--- src/rtl/mtr_drv_pkg.sv ---
// Shared types and defaults for the motor-drive gate path.
package mtr_drv_pkg;

  typedef enum logic [2:0] {
    DEAD    = 3'd0,
    HIGH_ON = 3'd1,
    LOW_ON  = 3'd2,
    KILLED  = 3'd3,
    FAULT   = 3'd4
  } nonovl_state_t;

  localparam int DEADTIME_DFLT  = 32;
  localparam int OVR_LIMIT_DFLT = 8;

endpackage

--- src/rtl/dead_timer.sv ---
// Dead-time counter: synchronous clear, increment enable, flag on the last dead cycle.
module dead_timer #(
  parameter int DEAD_W   = 6,
  parameter int DEADTIME = 32
) (
  input  logic clk,
  input  logic rst,
  input  logic clr,
  input  logic inc,
  output logic expired
);

  localparam logic [DEAD_W-1:0] LAST = DEAD_W'(DEADTIME - 1);

  logic [DEAD_W-1:0] cnt_q, cnt_d;

  always_comb begin
    cnt_d = cnt_q;
    if (clr)      cnt_d = '0;
    else if (inc) cnt_d = cnt_q + DEAD_W'(1);
  end

  always_ff @(posedge clk) begin
    if (rst) cnt_q <= '0;
    else     cnt_q <= cnt_d;
  end

  assign expired = (cnt_q == LAST);

endmodule

--- src/rtl/pwm_nonoverlap.sv ---
// Non-overlapping high/low gate drive with dead time, cycle-by-cycle
// overcurrent limiting and a latched fault after consecutive tripped periods.
module pwm_nonoverlap
  import mtr_drv_pkg::*;
#(
  parameter int DEAD_W    = 6,
  parameter int DEADTIME  = DEADTIME_DFLT,
  parameter int OVR_W     = 4,
  parameter int OVR_LIMIT = OVR_LIMIT_DFLT
) (
  input  logic clk,
  input  logic rst,
  input  logic PWM_sig,
  input  logic PWM_synch,
  input  logic OVR_I_blank_n,
  input  logic OVR_I,
  input  logic clr_fault,
  output logic high_out,
  output logic low_out,
  output logic ovr_trip,
  output logic fault
);

  localparam logic [OVR_W-1:0] OVR_MAX = OVR_W'(OVR_LIMIT);

  nonovl_state_t    state_q, state_d;
  logic             pwm_prev_q;
  logic [OVR_W-1:0] ovr_cnt_q, ovr_cnt_d, ovr_cnt_inc;
  logic             trip_flag_q, trip_flag_d;
  logic             fault_q, fault_d;
  logic             high_out_q, low_out_q, ovr_trip_q;
  logic             pwm_edge, trip, fault_entry;
  logic             dt_clr, dt_inc, dt_expired;

  assign pwm_edge    = PWM_sig ^ pwm_prev_q;
  assign trip        = (state_q == HIGH_ON) && OVR_I && OVR_I_blank_n;
  assign ovr_cnt_inc = (ovr_cnt_q == OVR_MAX) ? ovr_cnt_q : ovr_cnt_q + OVR_W'(1);
  assign fault_entry = trip && (ovr_cnt_inc == OVR_MAX);

  always_comb begin
    state_d = state_q;
    case (state_q)
      FAULT: begin
        if (clr_fault) state_d = DEAD;
      end
      default: begin
        if (fault_entry)              state_d = FAULT;
        else if (trip)                state_d = KILLED;
        else if (state_q == KILLED) begin
          if (PWM_synch)              state_d = DEAD;
        end
        else if (pwm_edge)            state_d = DEAD;
        else if ((state_q == DEAD) && dt_expired)
          state_d = PWM_sig ? HIGH_ON : LOW_ON;
      end
    endcase
  end

  // Counter restarts on every entry into DEAD and on any edge while dead.
  assign dt_clr = (state_d != DEAD) || (state_q != DEAD) || pwm_edge;
  assign dt_inc = (state_q == DEAD);

  dead_timer #(
    .DEAD_W  (DEAD_W),
    .DEADTIME(DEADTIME)
  ) u_dead_timer (
    .clk    (clk),
    .rst    (rst),
    .clr    (dt_clr),
    .inc    (dt_inc),
    .expired(dt_expired)
  );

  always_comb begin
    ovr_cnt_d   = ovr_cnt_q;
    trip_flag_d = trip_flag_q;
    fault_d     = fault_q;
    if (state_q == FAULT) begin
      if (clr_fault) begin
        fault_d     = 1'b0;
        ovr_cnt_d   = '0;
        trip_flag_d = 1'b0;
      end
    end else begin
      if (trip)                             ovr_cnt_d = ovr_cnt_inc;
      else if (clr_fault)                   ovr_cnt_d = '0;
      else if (PWM_synch && !trip_flag_q)   ovr_cnt_d = '0;
      // A trip landing on the period boundary is charged to the new period.
      if (PWM_synch) trip_flag_d = trip;
      else if (trip) trip_flag_d = 1'b1;
      if (fault_entry) fault_d = 1'b1;
    end
  end

  always_ff @(posedge clk) begin
    if (rst) begin
      state_q     <= DEAD;
      pwm_prev_q  <= 1'b0;
      ovr_cnt_q   <= '0;
      trip_flag_q <= 1'b0;
      fault_q     <= 1'b0;
      high_out_q  <= 1'b0;
      low_out_q   <= 1'b0;
      ovr_trip_q  <= 1'b0;
    end else begin
      state_q     <= state_d;
      pwm_prev_q  <= PWM_sig;
      ovr_cnt_q   <= ovr_cnt_d;
      trip_flag_q <= trip_flag_d;
      fault_q     <= fault_d;
      // Gating with both current and next state drops a gate on the same edge
      // that leaves the on-state, while still delaying rise by one cycle.
      high_out_q  <= (state_q == HIGH_ON) && (state_d == HIGH_ON);
      low_out_q   <= (state_q == LOW_ON) && (state_d == LOW_ON);
      ovr_trip_q  <= trip;
    end
  end

  assign high_out = high_out_q;
  assign low_out  = low_out_q;
  assign ovr_trip = ovr_trip_q;
  assign fault    = fault_q;

endmodule

--- config.mk ---
export PLATFORM = sky130hd
export DESIGN_NAME = pwm_nonoverlap
export DESIGN_NICKNAME = d
export VERILOG_FILES = /design/src/rtl/mtr_drv_pkg.sv /design/src/rtl/dead_timer.sv /design/src/rtl/pwm_nonoverlap.sv
export SDC_FILE = /design/constraint.sdc
export NUM_CORES = 1
export LEC_CHECK = 0
export CAP_MARGIN = 5
export CORE_UTILIZATION = 55
export DETAILED_ROUTE_END_ITERATION = 10
export DONT_BUFFER_PORTS = 1
export GPL_TIMING_DRIVEN = 0
export PLACE_DENSITY = 0.72
export SYNTH_ARGS = -nofsm -noshare
export SYNTH_HDL_FRONTEND = slang
export SYNTH_SLANG_ARGS = --single-unit
--- constraint.sdc ---
create_clock -name clk -period 3.5 [get_ports clk]
set_clock_uncertainty 0.05 [all_clocks]
set_input_delay 0.35 -clock clk [delete_from_list [all_inputs] [get_ports clk]]
set_output_delay 0.35 -clock clk [all_outputs]
set_load 0.02 [all_outputs]
; Word level (Yosys, flattened, before mapping)
; Cells that the tools add are included.
[op_classes]
addsub = 2
eq_ne = 10
muxes = 21
n_bitwise = 1
n_reduce_logical = 20
[ops]
columns = cell, count
row1 = 2-to-1 mux 3 bit, 8
row2 = 2-to-1 mux 4 bit, 6
row3 = nonzero test 3 bit, 4
row4 = "equality test 3 x 2 -> 1 bit, second input constant", 3
row5 = "equality test 4 bit, second input constant", 2
row6 = logical AND 1 bit, 7
row7 = "adder 6 x 1 -> 6 bit, second input constant", 1
row8 = "equality test 3 x 1 -> 1 bit, second input constant", 2
row9 = "equality test 6 x 5 -> 1 bit, second input constant", 1
row10 = 2-to-1 mux 1 bit, 6
row11 = AND reduction 2 bit, 3
row12 = "adder 4 x 1 -> 4 bit, second input constant", 1
row13 = "equality test 3 bit, second input constant", 1
row14 = zero test 3 bit, 1
row15 = logical OR 1 bit, 2
row16 = 2-to-1 mux 2 bit, 1
row17 = "!= test 2 bit, second input constant", 1
row18 = nonzero test 2 bit, 1
row19 = OR reduction 2 bit, 1
row20 = zero test 1 bit, 1
row21 = XOR 1 bit, 1
[totals]
ff_bits = 19
inputBits = 7
output_inout_bits = 4
elab_cells = 63

; Depth between registers and ports, before layout
; Gate-level depths: netlist (run 1).
[depth]
word_depth = 12
mapped_depth = 6
mapped_depth_nobuf = 6

; By module
; From an unflattened synthesis (run 1), not the netlist that was laid out.
[hier_totals]
cells_unflattened = 112
hier_area_um2 = 1022.2
[by_module_without_submodules]
columns = mod, instances, cells_per_inst, area_per_inst_um2, seq_area_each_um2
row1 = pwm_nonoverlap, 1, 84, 763.2, 260.2
row2 = dead_timer, 1, 28, 259.0, 120.1

; Least setup slack after synthesis (run 1)
; No wires, ideal clock.
[synth_path]
path_kind = reg-to-reg
from = register ovr_cnt_q[0]
to = register fault_q (netlist: fault)
setup_ps = 95
arrival_time_ps = 1518
t_required_ps = 3355
slack_ps = 1837
stages_incl_launch_ff = 7
n_path_buf = 0
synth_period_minus_slack_ps = 1663
cell_sequence = dfxtp_1 > inv_1 > ha_1 > a211o_1 > a22oi_1 > nand3_1 > a221oi_1
[synth_between]
elab_chain_len = 6
elab_cells_between_ends = 7
classes_between = add/sub (1) / eq/ne (2) / mux (1) / reduce/logical (3)
[synth_rtl]
columns = element, line_no
row1 = start: declaration, pwm_nonoverlap.sv:28  ; logic [OVR_W-1:0] ovr_cnt_q, ovr_cnt_d, ovr_cnt_inc;
row2 = start signal: assignment, pwm_nonoverlap.sv:108  ; ovr_cnt_q <= ovr_cnt_d;
row3 = adder 4 x 1 -> 4 bit or equality test 4 bit (tied branches), pwm_nonoverlap.sv:37  ; assign ovr_cnt_inc = (ovr_cnt_q == OVR_MAX) ? ovr_cnt_q : ovr_cnt_q + OVR_W'(1);
row4 = 2-to-1 mux 4 bit (*), pwm_nonoverlap.sv:37
row5 = equality test 4 bit (*), pwm_nonoverlap.sv:38  ; assign fault_entry = trip && (ovr_cnt_inc == OVR_MAX);
row6 = logical AND 1 bit (*), pwm_nonoverlap.sv:38
row7 = nonzero test 2 bit (no source line) (*), n/a
row8 = AND reduction 2 bit (no source line) (*), n/a
row9 = end signal: assignment, pwm_nonoverlap.sv:110  ; fault_q <= fault_d;
row10 = end: declaration, pwm_nonoverlap.sv:30  ; logic fault_q, fault_d;
; Every way passes the cells marked *; elsewhere a longest branch is shown, timed or not.
; A chain may end at the register's enable or synchronous reset.

; Worst setup path after layout (run 1)
; Ends and elaborated chain as after synthesis.

==> results of run 1 <==
## cell type report
class | count | area (sq um)
Buffer | 3 | 13.76
Clock buffer | 4 | 26.28
Fill cell | 135 | 549.3
Inverter | 7 | 26.28
Multi-Input combinational cell | 85 | 568.0
Sequential cell | 19 | 380.4
Tap cell | 24 | 30.03
## worst max path at each step
stage,startpoint,endpoint,slack (ps),cells past startpoint
global route,ovr_cnt_q[0],fault,1410,6
floorplan,ovr_cnt_q[0],fault,1840,6
global placement,ovr_cnt_q[0],fault,1630,6
detailed placement,ovr_cnt_q[0],fault,1610,6
finish,ovr_cnt_q[0],fault,1580,6
CTS,ovr_cnt_q[0],fault,1560,6
## metal layers
| metal | part of all wire | vias to the layer above |
|---|---|---|
| met5 | 0 | - |
| met4 | 0.020 | 0 |
| met3 | 0.033 | 4 |
| met2 | 0.44 | 19 |
| met1 | 0.50 | 376 |
| li1 | - | 424 |
## sequential cells by signal (all words and copies together) (netlist names)
register,count
high_out,1
trip_flag_q,1
u_dead_timer.cnt_q,6
ovr_cnt_q,4
ovr_trip,1
state_q,3
fault,1
pwm_prev_q,1
low_out,1
## cells in the mapped netlist (2+ instances only)
library cell	n
xor2_1	4
a211o_1	2
buf_2	2
a221oi_1	2
dfxtp_1	19
nand3b_1	2
a21oi_1	5
nand3_1	2
nor3_1	2
inv_1	7
ha_1	3
a211oi_1	4
and3_1	2
xnor2_1	2
o21ai_0	6
nor4_1	2
and2_1	2
nor2b_1	3
mux2i_1	3
nand4_1	2
nand2_1	8
nor2_1	11
## power breakdown
part	internal (mW)	switching, mW	total (mW)
Clock	0.0444	0.0673	0.112
Sequential	0.219	0.00279	0.222
Combinational	0.00739	0.00976	0.0171
Total	0.271	0.0798	0.351
## placed cells by master (no fill, tap or decap), types with 3 or more instances in the layout
cell,count
a211oi_1,4
a21oi_1,5
clkbuf_4,3
dfxtp_1,19
ha_1,3
inv_1,7
mux2i_1,3
nand2_1,8
nor2_1,11
nor2b_1,3
o21ai_0,6
xor2_1,4
## through the flow
step,setup WS [ps],util
finish,1578,0.6554
global route,1411,0.6554
CTS,1562,0.6554
detailed placement,1606,0.6389
global placement,1629,0.6389
floorplan,1837,-
## kinds of logic (layout without fill, tap and decap cells)
logic type,after synthesis,after routing
buffers and inverters,10,14
flip-flops,19,19
adder cells (fa/ha/maj),3,3
AND/OR/NAND/NOR,47,47
multiplexers,4,4
XOR/XNOR,6,6
AO/OA/AOI/OAI,25,25
==> reports/metrics.yaml, run 1 <==
status:
  status: "complete, no violations"
floorplan:
  die_w_microns: 44.40
  fp-row-count: 14
  coreArea_sq_um: 1594
  pin_count: 11
  die_y_microns: 44.40
  initial_core_util: 0.6201
  die-area_sq_um: 1971
synthesis:
  ys_seq_area_frac: 0.3848
  yosysUniqueCellTypes: 41
  synthMuxAreaShare: 0.04177
  yosysTopAreaCellShare: 0.3848
  syn_avg_cell_area_sq_um: 8.671
  synth_top_family_by_area: "simple AND/OR/NAND/NOR gates"
  synth_nets: 124
  synth_xor_xnor_area_share: 0.05316
  synth_fa_ha_area_frac: 0.03797
  synth-simple-area-share: 0.2696
  yosys_warnings: 0
  synth_area_leaders: "dfxtp_1 (38%), nor2_1 (4.2%), ha_1 (3.8%), xor2_1 (3.5%), mux2i_1 (3.0%)"
  synth_seq_cells: 19
  syn-instance-count: 114
  synth_largest_area_cell: "dfxtp_1"
  ys_async_sr_fraction: 0
  synth_compound_area_frac: 0.1722
  syn_area_sq_um: 988.4
  synth_edf_count: 0
  synth_top_flop_cell: "dfxtp_1"
worst_setup_path:
  critical_path.top_delay_family: "compound AO/OA/AOI/OAI gates"
  crit_chain: "inv_1 -> ha_1 -> a211o_1 -> a22oi_1 -> nand3_1 -> a221oi_1"
  critical_path_class: "reg -> reg"
  worst_ep_required_time_ps: 3660
  cp.buffers_inverters: 1
  reg2reg_depth: 6
  critPathArrivalTime_ps: 2080
  r2r_start: "ovr_cnt_q[0]"
  crit_path_start_kind: "flop"
  regToRegSetupSlack_ps: 1580
  rr_endpoint: "fault"
  critPathMaxFanout: 7
  cpPeakStageDelay_ps: 370
  end_kind: "flop"
  slowest_stage: "dfxtp_1"
power_and_ir_drop:
  p_per_area_nw_per_um2: 335.5
  p_leak_nw: 0.3907
  peakVddDrop_v: 0.0002318
  power.total_uw: 350.5
worst_hold_path:
  hp-start: "clr_fault"
  holdCritPathClass: "in -> reg"
  whs_path_depth: 1
  hold_end: "state_q[2]"
placed_design:
  dp_cells: 138
  place_hpwl_mm: 1.429
  place_congestion: 0.8925
  dpl_cell_area_sq_um: 1018
  io_buffer_count: 0
grt:
  gr-total-overflow: 0
  grt_pass1_vias: 771
  busiest_layer: "met2"
  antenna_found_initial: 0
  grt_usage: 0.2314
  use_met3: 0.04490
  grt_util_met2: 0.3647
  grt_max_degree: 11
  met1_usage: 0.2957
  grt_pass1_wl_mm: 3.236
finish:
  diodes: 0
  stdcell_area_sq_um: 1045
  syn2layout_area_growth_pct: 5.696
  fin_cells: 142
  drive_above_1_share: 0.06780
  nNetsFinal: 129
clock_tree:
  cts_buffer_depth: 2
  ctsResizeCount: 0
  h-tree-depth: 1
  root_buffer: "clkbuf_4"
  cts_post_setup_buffers_inserted: 0
  cts_tree: "done"
  cts-buffers-inserted: 3
  clock_latency_ps: 300
  cts-hold-fix-buffers: 0
  path_clk_slew_ps: 100
  cts.sinks: 19
sta:
  whs_ps: 99.94
  slew_headroom: 0.6155
  final.setup.tns_ps: 0
  setup_violations: 0
  post-route-period-util: 0.5493
  rsz0062_at_grt: "no"
  period_minus_slack_ps: 1923
  hold_viol: 0
  max_freq_ghz: 0.5202
  finalMaxSlewViolations: 0
  tightest_slew_ps: 575.6
detailed_routing:
  drc: 0
  via_per_inst: 5.796
  post_drt_wl_per_cell_microns: 13.51
  drt_iter0_markers: 23
  drt_wl_total_mm: 1.919
  drtAntennaViolNets: 0
  dr.pass1.iters: 4
  vias: 823
flow_run:
  maxCapViolCount: 0
(Power assumes the default switching activity.)
==> run 2, diff against run 1 <==
--- a/config.mk
+++ b/config.mk
@@ -6,11 +6,11 @@
 export NUM_CORES = 1
 export LEC_CHECK = 0
 export CAP_MARGIN = 5
-export CORE_UTILIZATION = 55
+export CORE_UTILIZATION = 54
 export DETAILED_ROUTE_END_ITERATION = 10
 export DONT_BUFFER_PORTS = 1
 export GPL_TIMING_DRIVEN = 0
-export PLACE_DENSITY = 0.72
+export PLACE_DENSITY = 0.74
 export SYNTH_ARGS = -nofsm -noshare
 export SYNTH_HDL_FRONTEND = slang
 export SYNTH_SLANG_ARGS = --single-unit
==> constraint.sdc (replaced) <==
create_clock -name clk -period 1.56 [get_ports clk]
set_clock_uncertainty 0.05 [all_clocks]
set_input_delay 0.156 -clock clk [delete_from_list [all_inputs] [get_ports clk]]
set_output_delay 0.156 -clock clk [all_outputs]
set_load 0.02 [all_outputs]
==> run 2 against run 1 <==
Effect of this change:
- the run now ends with setup timing left
- cell count increased by 13%
- utilization increased by 13 points
- flip-flop and latch count unchanged
- sequential power increased by 120%
- register-to-register slack got worse by 1800 ps
- sequential share of layout area decreased by 6.8 points
- worst hold slack got worse by 64 ps
- clock power increased by 120%
- wire length increased by 40%
- largest cell class unchanged
- largest power group unchanged
- first-iteration DRC count decreased by 17%
==> reports/metrics.yaml, run 2 (synthesized netlist as in run 1, its figures left out) <==
worst_setup_path:
  rr_endpoint: "low_out"
  worst_ep_required_time_ps: 1730  # -1930 ps
  crit_path_start_kind: "flop"
  reg2reg_depth: 5  # -1
  r2r_start: "u_dead_timer.cnt_q[0]"
  critPathMaxFanout: 3  # -4
  end_kind: "flop"
  regToRegSetupSlack_ps: -220  # -1800 ps
  critPathArrivalTime_ps: 1950  # -130 ps
  critical_path_class: "reg -> reg"
grt:
  grt_pass1_vias: 838  # +8.7%
  gr-total-overflow: 0  # unchanged
  grt_pass1_wl_mm: 3.677  # +14%
  antenna_found_initial: 0  # unchanged
  grt_max_degree: 11  # unchanged
  grt_usage: 0.2554  # +0.02401
worst_hold_path:
  hp-start: "clr_fault"
  holdCritPathClass: "in -> reg"
  whs_path_depth: 3  # +2
  hold_end: "ovr_cnt_q[1]"
clock_tree:
  clock_latency_ps: 300  # about the same
  root_buffer: "clkbuf_4"
  cts.sinks: 19  # unchanged
  h-tree-depth: 1  # unchanged
  path_clk_slew_ps: 100  # about the same
  cts_buffer_depth: 2  # unchanged
  cts-buffers-inserted: 3  # unchanged
  cts_tree: "done"
finish:
  diodes: 0  # unchanged
  final_cell_mix: "buf_4 (17), dfxtp_1 (12), nor2_1 (10)"
  final_util: 0.7870  # +0.1315
  fin_cells: 161  # +13%
  drive_above_1_share: 0.3897  # +0.3219
  final_common_cell: "buf_4"
  largest_reg_flops: 6  # unchanged
  top_regs: "u_dead_timer.cnt_q x6, ovr_cnt_q x4, state_q x3"
  regMostFlops: "u_dead_timer.cnt_q"
  syn2layout_area_growth_pct: 37.47
  nNetsFinal: 147  # +14%
placed_design:
  dp_cells: 139  # +0.72%
  place_hpwl_mm: 1.402  # -1.9%
  place_congestion: 0.8488  # -4.9%
  io_buffer_count: 0  # unchanged
detailed_routing:
  drt_iter0_markers: 19  # -17%
  drc: 0  # unchanged
  dr_wl_met3_microns: 152  # +140%
  vias: 937  # +14%
  routed.top_layer: "met4"
  drt_wl_total_mm: 2.684  # +40%
  drtAntennaViolNets: 0  # unchanged
  post_drt_wl_per_cell_microns: 16.67  # +23%
  dr.pass1.iters: 4  # unchanged
  wl_met2_mm: 1.322  # +56%
  wl_met1_mm: 1.174  # +21%
  via_per_inst: 5.820  # +0.42%
sta:
  finalMaxSlewViolations: 0  # unchanged
  period_minus_slack_ps: 1784  # -138.2 ps
  max_freq_ghz: 0.5605  # +7.7%
  post-route-period-util: 1.144  # +0.5945
  finalWorstSetupSlack_ps: -224.3  # -1802 ps
  rsz0062_at_grt: "yes"
  setup_violations: 10  # +10
  slew_headroom: 0.6531  # +0.03763
  hold_viol: 0  # unchanged
  tightest_slew_ps: 520.4  # -55.20 ps
floorplan:
  die_y_microns: 44.79  # +0.88%
  coreArea_sq_um: 1727  # +8.3%
  initial_core_util: 0.5725  # -0.04763
  fp-row-count: 15  # +1
  die_w_microns: 44.79  # +0.88%
  die-area_sq_um: 2006  # +1.8%
  pin_count: 11  # unchanged
power_and_ir_drop:
  peakVddDrop_v: 0.0006229  # +170%
  p_per_area_nw_per_um2: 592.4  # +77%
  p_leak_nw: 0.5065  # +30%
status:
  violations: "setup timing"
  status: "finished with violations"
flow_run:
  maxCapViolCount: 0  # unchanged
==> run 2: cell count changes in the layout (fill, tap and decap cells not counted), sizes merged <==
cell         change
buf             +16
dlygate4sd3      +2
==> run 2: layout make-up <==
class / count / area (sq um)
Multi-Input combinational cell: 85 / 705.7
Buffer: 1 / 3.754
Fill cell: 107 / 367.9
Tap cell: 25 / 31.28
Inverter: 7 / 31.28
Clock buffer: 4 / 26.28
Sequential cell: 19 / 401.6
Timing Repair Buffer: 20 / 158.9
==> run 2: metal layers <==
layer | GRT usage | vias up
met5 | 0 | -
met4 | 0.1091 | 0
met3 | 0.08000 | 4
met2 | 0.4000 | 34
met1 | 0.3235 | 442
li1 | - | 457
==> run 2: per-stage QoR <==
stage / area, sq um / total power, mW / TNS (ps) / hold slack (ps) / worst slack, ps
3_3_place_gp: 1046 / 0.5443 / -1471 / 195.8 / -162.8
3_5_place_dp: 1046 / 0.5461 / -1920 / 200.4 / -195.8
5_1_grt: 1359 / 0.8353 / -1872 / 44.79 / -293.6
2_1_floorplan: 1015 / 0.5379 / -161.1 / 194.6 / -70.07
6_report: 1359 / 0.8050 / -1082 / 36.10 / -224.3
4_1_cts: 1225 / 0.7983 / -1361 / 39.58 / -177.4
==> run 2: critical path, stage by stage (launching register included) <==
cell and delay [ps]:
dfxtp_2 370, ha_4 140, nand4bb_1 180, or4_4 460, a21bo_1 210, nor4_2 280
==> run 2: worst max path at each step <==
stage	from	end	slack [ps]	depth (start not counted)
4_1_cts	state_q[0]	low_out	-180	4
2_1_floorplan	state_q[1]	low_out	-70	5
6_report	u_dead_timer.cnt_q[0]	low_out	-220	5
3_5_place_dp	state_q[1]	low_out	-200	5
3_3_place_gp	state_q[1]	low_out	-160	5
5_1_grt	u_dead_timer.cnt_q[0]	low_out	-290	5
==> run 2: repair_timing <==
| item | in CTS | in global routing |
|---|---|---|
| endpoints found under the setup margin | 14 | 17 |
| hold endpoints to repair | 3 | 0 |
| hold buffers | 2 | 0 |
| buffers inserted | 12 | 6 |
| resized for setup | 20 | 22 |
| pin swaps | 8 | 13 |
==> run 2: power by group <==
group | internal [mW] | total (mW) | leakage (nW) | switching (mW)
sequential | 0.485 | 0.492 | 0.158 | 0.00783
clock | 0.0999 | 0.251 | 0.0150 | 0.151
combinational | 0.0297 | 0.0612 | 0.333 | 0.0315
==> run 3, diff against run 2 <==
--- a/config.mk
+++ b/config.mk
@@ -13,4 +13,5 @@
 export PLACE_DENSITY = 0.74
 export SYNTH_ARGS = -nofsm -noshare
 export SYNTH_HDL_FRONTEND = slang
+export SYNTH_HIERARCHICAL = 1
 export SYNTH_SLANG_ARGS = --single-unit
==> run 3 against run 2 <==
Effect of this change:
- the run still ends with setup timing left
- die area up 3.3%
- critical path type unchanged
- fmax up 1.1%
- wire length down 8.8%
==> reports/metrics.yaml, run 3 <==
status:
  status: "finished with violations"
  violations: "setup timing"
floorplan:
  coreArea_sq_um: 1745  # +1.1%
  fp-row-count: 15  # unchanged
  die_w_microns: 45.51  # +1.6%
  die_y_microns: 45.51  # +1.6%
  die-area_sq_um: 2071  # +3.3%
  pin_count: 11  # unchanged
  initial_core_util: 0.5857  # +0.01320
sta:
  period_minus_slack_ps: 1764  # -19.91 ps
  post-route-period-util: 1.131  # -0.01276
  rsz0062_at_grt: "yes"
  finalWorstSetupSlack_ps: -204.4  # +19.91 ps
  setup_violations: 11  # +1
  max_freq_ghz: 0.5668  # +1.1%
  whs_ps: 31.22  # -4.881 ps
  final.setup.tns_ps: -1712  # -630.0 ps
  tightest_slew_ps: 359.5  # -160.9 ps
  hold_viol: 0  # unchanged
  slew_headroom: 0.7586  # +0.1055
  finalMaxSlewViolations: 0  # unchanged
synthesis:
  synth_seq_cells: 19  # unchanged
  synth_nets: 122  # -1.6%
  synth_area_leaders: "dfxtp_1 (37%), nand3_1 (4.4%), nor2_1 (4.0%), ha_1 (3.7%), a21oi_1 (3.4%)"
  synth_top_flop_cell: "dfxtp_1"
  syn_area_sq_um: 1022  # +3.4%
  synth_fa_ha_area_frac: 0.03672  # -0.001255
  yosys_warnings: 6  # +6
  synth_edf_count: 0  # unchanged
  synth_largest_area_cell: "dfxtp_1"
  ys_async_sr_fraction: 0  # unchanged
  synth_top_family_by_area: "simple AND/OR/NAND/NOR gates"
  syn_avg_cell_area_sq_um: 9.127  # +5.3%
  yosysMostFrequentCell: "dfxtp_1"
  synth.cells.most_frequent: "dfxtp_1 (19), nor2_1 (11), nand3_1 (9)"
  synthMuxAreaShare: 0.009792  # -0.03198
  yosysUniqueCellTypes: 45  # +9.8%
  ys_seq_area_frac: 0.3721  # -0.01272
  synth_xor_xnor_area_share: 0.06977  # +0.01660
  yosysTopAreaCellShare: 0.3721  # -0.01272
  synth_compound_area_frac: 0.1334  # -0.03874
  syn-instance-count: 112  # -1.8%
  synth-simple-area-share: 0.3280  # +0.05841
placed_design:
  dpl_cell_area_sq_um: 1136  # +8.6%
  preCtsSetupSlack_ps: -416.5  # -220.7 ps
  io_buffer_count: 0  # unchanged
  dp_cells: 137  # -1.4%
  place_congestion: 0.8112  # -4.4%
  place_hpwl_mm: 1.474  # +5.1%
clock_tree:
  h-tree-depth: 1  # unchanged
  clock_latency_ps: 290  # about the same
  cts_buffer_depth: 2  # unchanged
  cts.sinks: 19  # unchanged
  root_buffer: "clkbuf_4"
  path_clk_slew_ps: 100  # about the same
  cts_tree: "done"
  cts-buffers-inserted: 3  # unchanged
power_and_ir_drop:
  p_comb_frac: 0.073  # -0.003
  clockPowerShare: 0.306  # -0.006
  p_leak_nw: 0.5048  # -0.33%
  switchingPower_uw: 175.6  # -7.9%
  peakVddDrop_v: 0.0007108  # +14%
  power.internal_uw: 614.8  # about the same
  seqPwrFrac: 0.620  # +0.008
  p_sw_frac: 0.2222  # -0.01476
  p_per_area_nw_per_um2: 587.7  # -0.80%
detailed_routing:
  drt_wl_total_mm: 2.448  # -8.8%
  vias: 866  # -7.6%
  drt_iter0_markers: 16  # -3
  drtAntennaViolNets: 0  # unchanged
  post_drt_wl_per_cell_microns: 15.79  # -5.3%
  drc: 0  # unchanged
  via_per_inst: 5.587  # -4.0%
  dr.pass1.iters: 4  # unchanged
finish:
  syn2layout_area_growth_pct: 31.58
  largest_reg_flops: 6  # unchanged
  fin_cells: 155  # -3.7%
  final_cell_mix: "dfxtp_1 (13), nor2_1 (9), buf_4 (9)"
  top_regs: "u_dead_timer/cnt_q x6, ovr_cnt_q x4, state_q x3"
  stdcell_area_sq_um: 1345  # -1.0%
  regMostFlops: "u_dead_timer/cnt_q"
  drive_above_1_share: 0.3538  # -0.03586
  nNetsFinal: 141  # -4.1%
  final_common_cell: "dfxtp_1"
  nFillCells: 119  # +11%
  diodes: 0  # unchanged
worst_setup_path:
  crit_path_start_kind: "flop"
  end_kind: "flop"
  rr_endpoint: "u_dead_timer/cnt_q[1]"
  r2r_start: "ovr_cnt_q[0]"
  critPathMaxFanout: 6  # +3
  critical_path_class: "reg -> reg"
  slowest_stage: "dfxtp_4"
  critical_path.top_delay_family: "simple AND/OR/NAND/NOR gates"
  cpMostUsedCell: "nand3_1"
  crit_chain: "ha_2 -> nand3_1 -> o31ai_4 -> nor2_2 -> o32ai_2 -> nand3_1 -> or2_4 -> nor2_1"
  reg2reg_depth: 8  # +3
  critPathArrivalTime_ps: 1950  # about the same
  cp.buffers_inverters: 0  # unchanged
  cpPeakStageDelay_ps: 400  # -60 ps
  worst-path-stages: 8  # +3
  regToRegSetupSlack_ps: -200  # +20 ps
  worst_ep_required_time_ps: 1750  # +20 ps
grt:
  grt_usage: 0.2498  # -0.005632
  grt_pass1_wl_mm: 3.650  # -0.73%
  gr-total-overflow: 0  # unchanged
  grt_pass1_vias: 826  # -1.4%
  grt_max_degree: 11  # unchanged
  antenna_found_initial: 0  # unchanged
worst_hold_path:
  hp-start: "OVR_I"
  whs_path_depth: 2  # -1
  holdCritPathClass: "in -> reg"
  hold_end: "ovr_trip"
flow_run:
  maxCapViolCount: 0  # unchanged
-- run 3: logic make-up (layout without fill, tap and decap cells) --
family / Yosys count / in the layout
xor gates and xnor gates: 6 / 6
adders and majority gates: 3 / 3
muxes: 1 / 1
DFF: 19 / 19
buffers and inverters: 7 / 25
AOI/OAI and AO/OA: 20 / 20
and+or+nand+nor: 56 / 56
-- run 3: worst reg2reg max path, cell delays in order (launching register included) --
cell and delay, ps:
dfxtp_4 400, ha_2 250, nand3_1 150, o31ai_4 100
nor2_2 80, o32ai_2 200, nand3_1 100, or2_4 280
nor2_1 100
-- run 3: power groups by stage --
stage	Combinational (mW)	Sequential, mW	Clock [mW]
after floorplan	0.0363	0.504	0
after global placement	0.0427	0.504	0
after detailed placement	0.0437	0.505	0
after CTS	0.0539	0.491	0.255
after global routing	0.0619	0.492	0.274
final	0.0579	0.490	0.242
-- run 3: worst max path at each step --
stage	slack, ps	from	end
2_1_floorplan	-230	state_q[1]	u_dead_timer/cnt_q[5]
3_3_place_gp	-400	state_q[1]	u_dead_timer/cnt_q[5]
3_5_place_dp	-420	state_q[1]	u_dead_timer/cnt_q[5]
4_1_cts	-200	ovr_cnt_q[0]	u_dead_timer/cnt_q[5]
5_1_grt	-270	ovr_cnt_q[0]	u_dead_timer/cnt_q[1]
6_report	-200	ovr_cnt_q[0]	u_dead_timer/cnt_q[1]
-- run 3: what timing repair did --
item                                   CTS  global route
pin swaps                               15             3
resized for setup                       15             3
endpoints found under the hold margin    4             1
gates cloned                             0             0
setup endpoints to repair               11            15
hold buffers                             4             1
buffers inserted                        10             1
-- run 3: area by class of cell --
cell class	count	area, sq um	share of cell area
Sequential cell	19	395.4	0.2940
Clock buffer	4	26.28	0.01953
Multi-Input combinational cell	86	713.2	0.5302
Timing Repair Buffer	16	140.1	0.1042
Buffer	2	25.02	0.01860
Inverter	3	13.76	0.01023
Tap cell	25	31.28	0.02326
-- run 3: metrics by stage --
stage                     total power [mW]    util
final                               0.7905  0.7706
after global routing                0.8274  0.7706
after CTS                           0.7995  0.7548
after detailed placement            0.5483  0.6509
after global placement              0.5470  0.6509
after floorplan                     0.5399       -
-- run 3: layer usage --
metal | vias to the layer above | global-route usage | share of wire
met4 | 0 | 0.07273 | 0.0049
met1 | 401 | 0.2993 | 0.44
li1 | 439 | - | -
met5 | - | 0 | 0
met2 | 24 | 0.4314 | 0.51
met3 | 2 | 0.06746 | 0.042
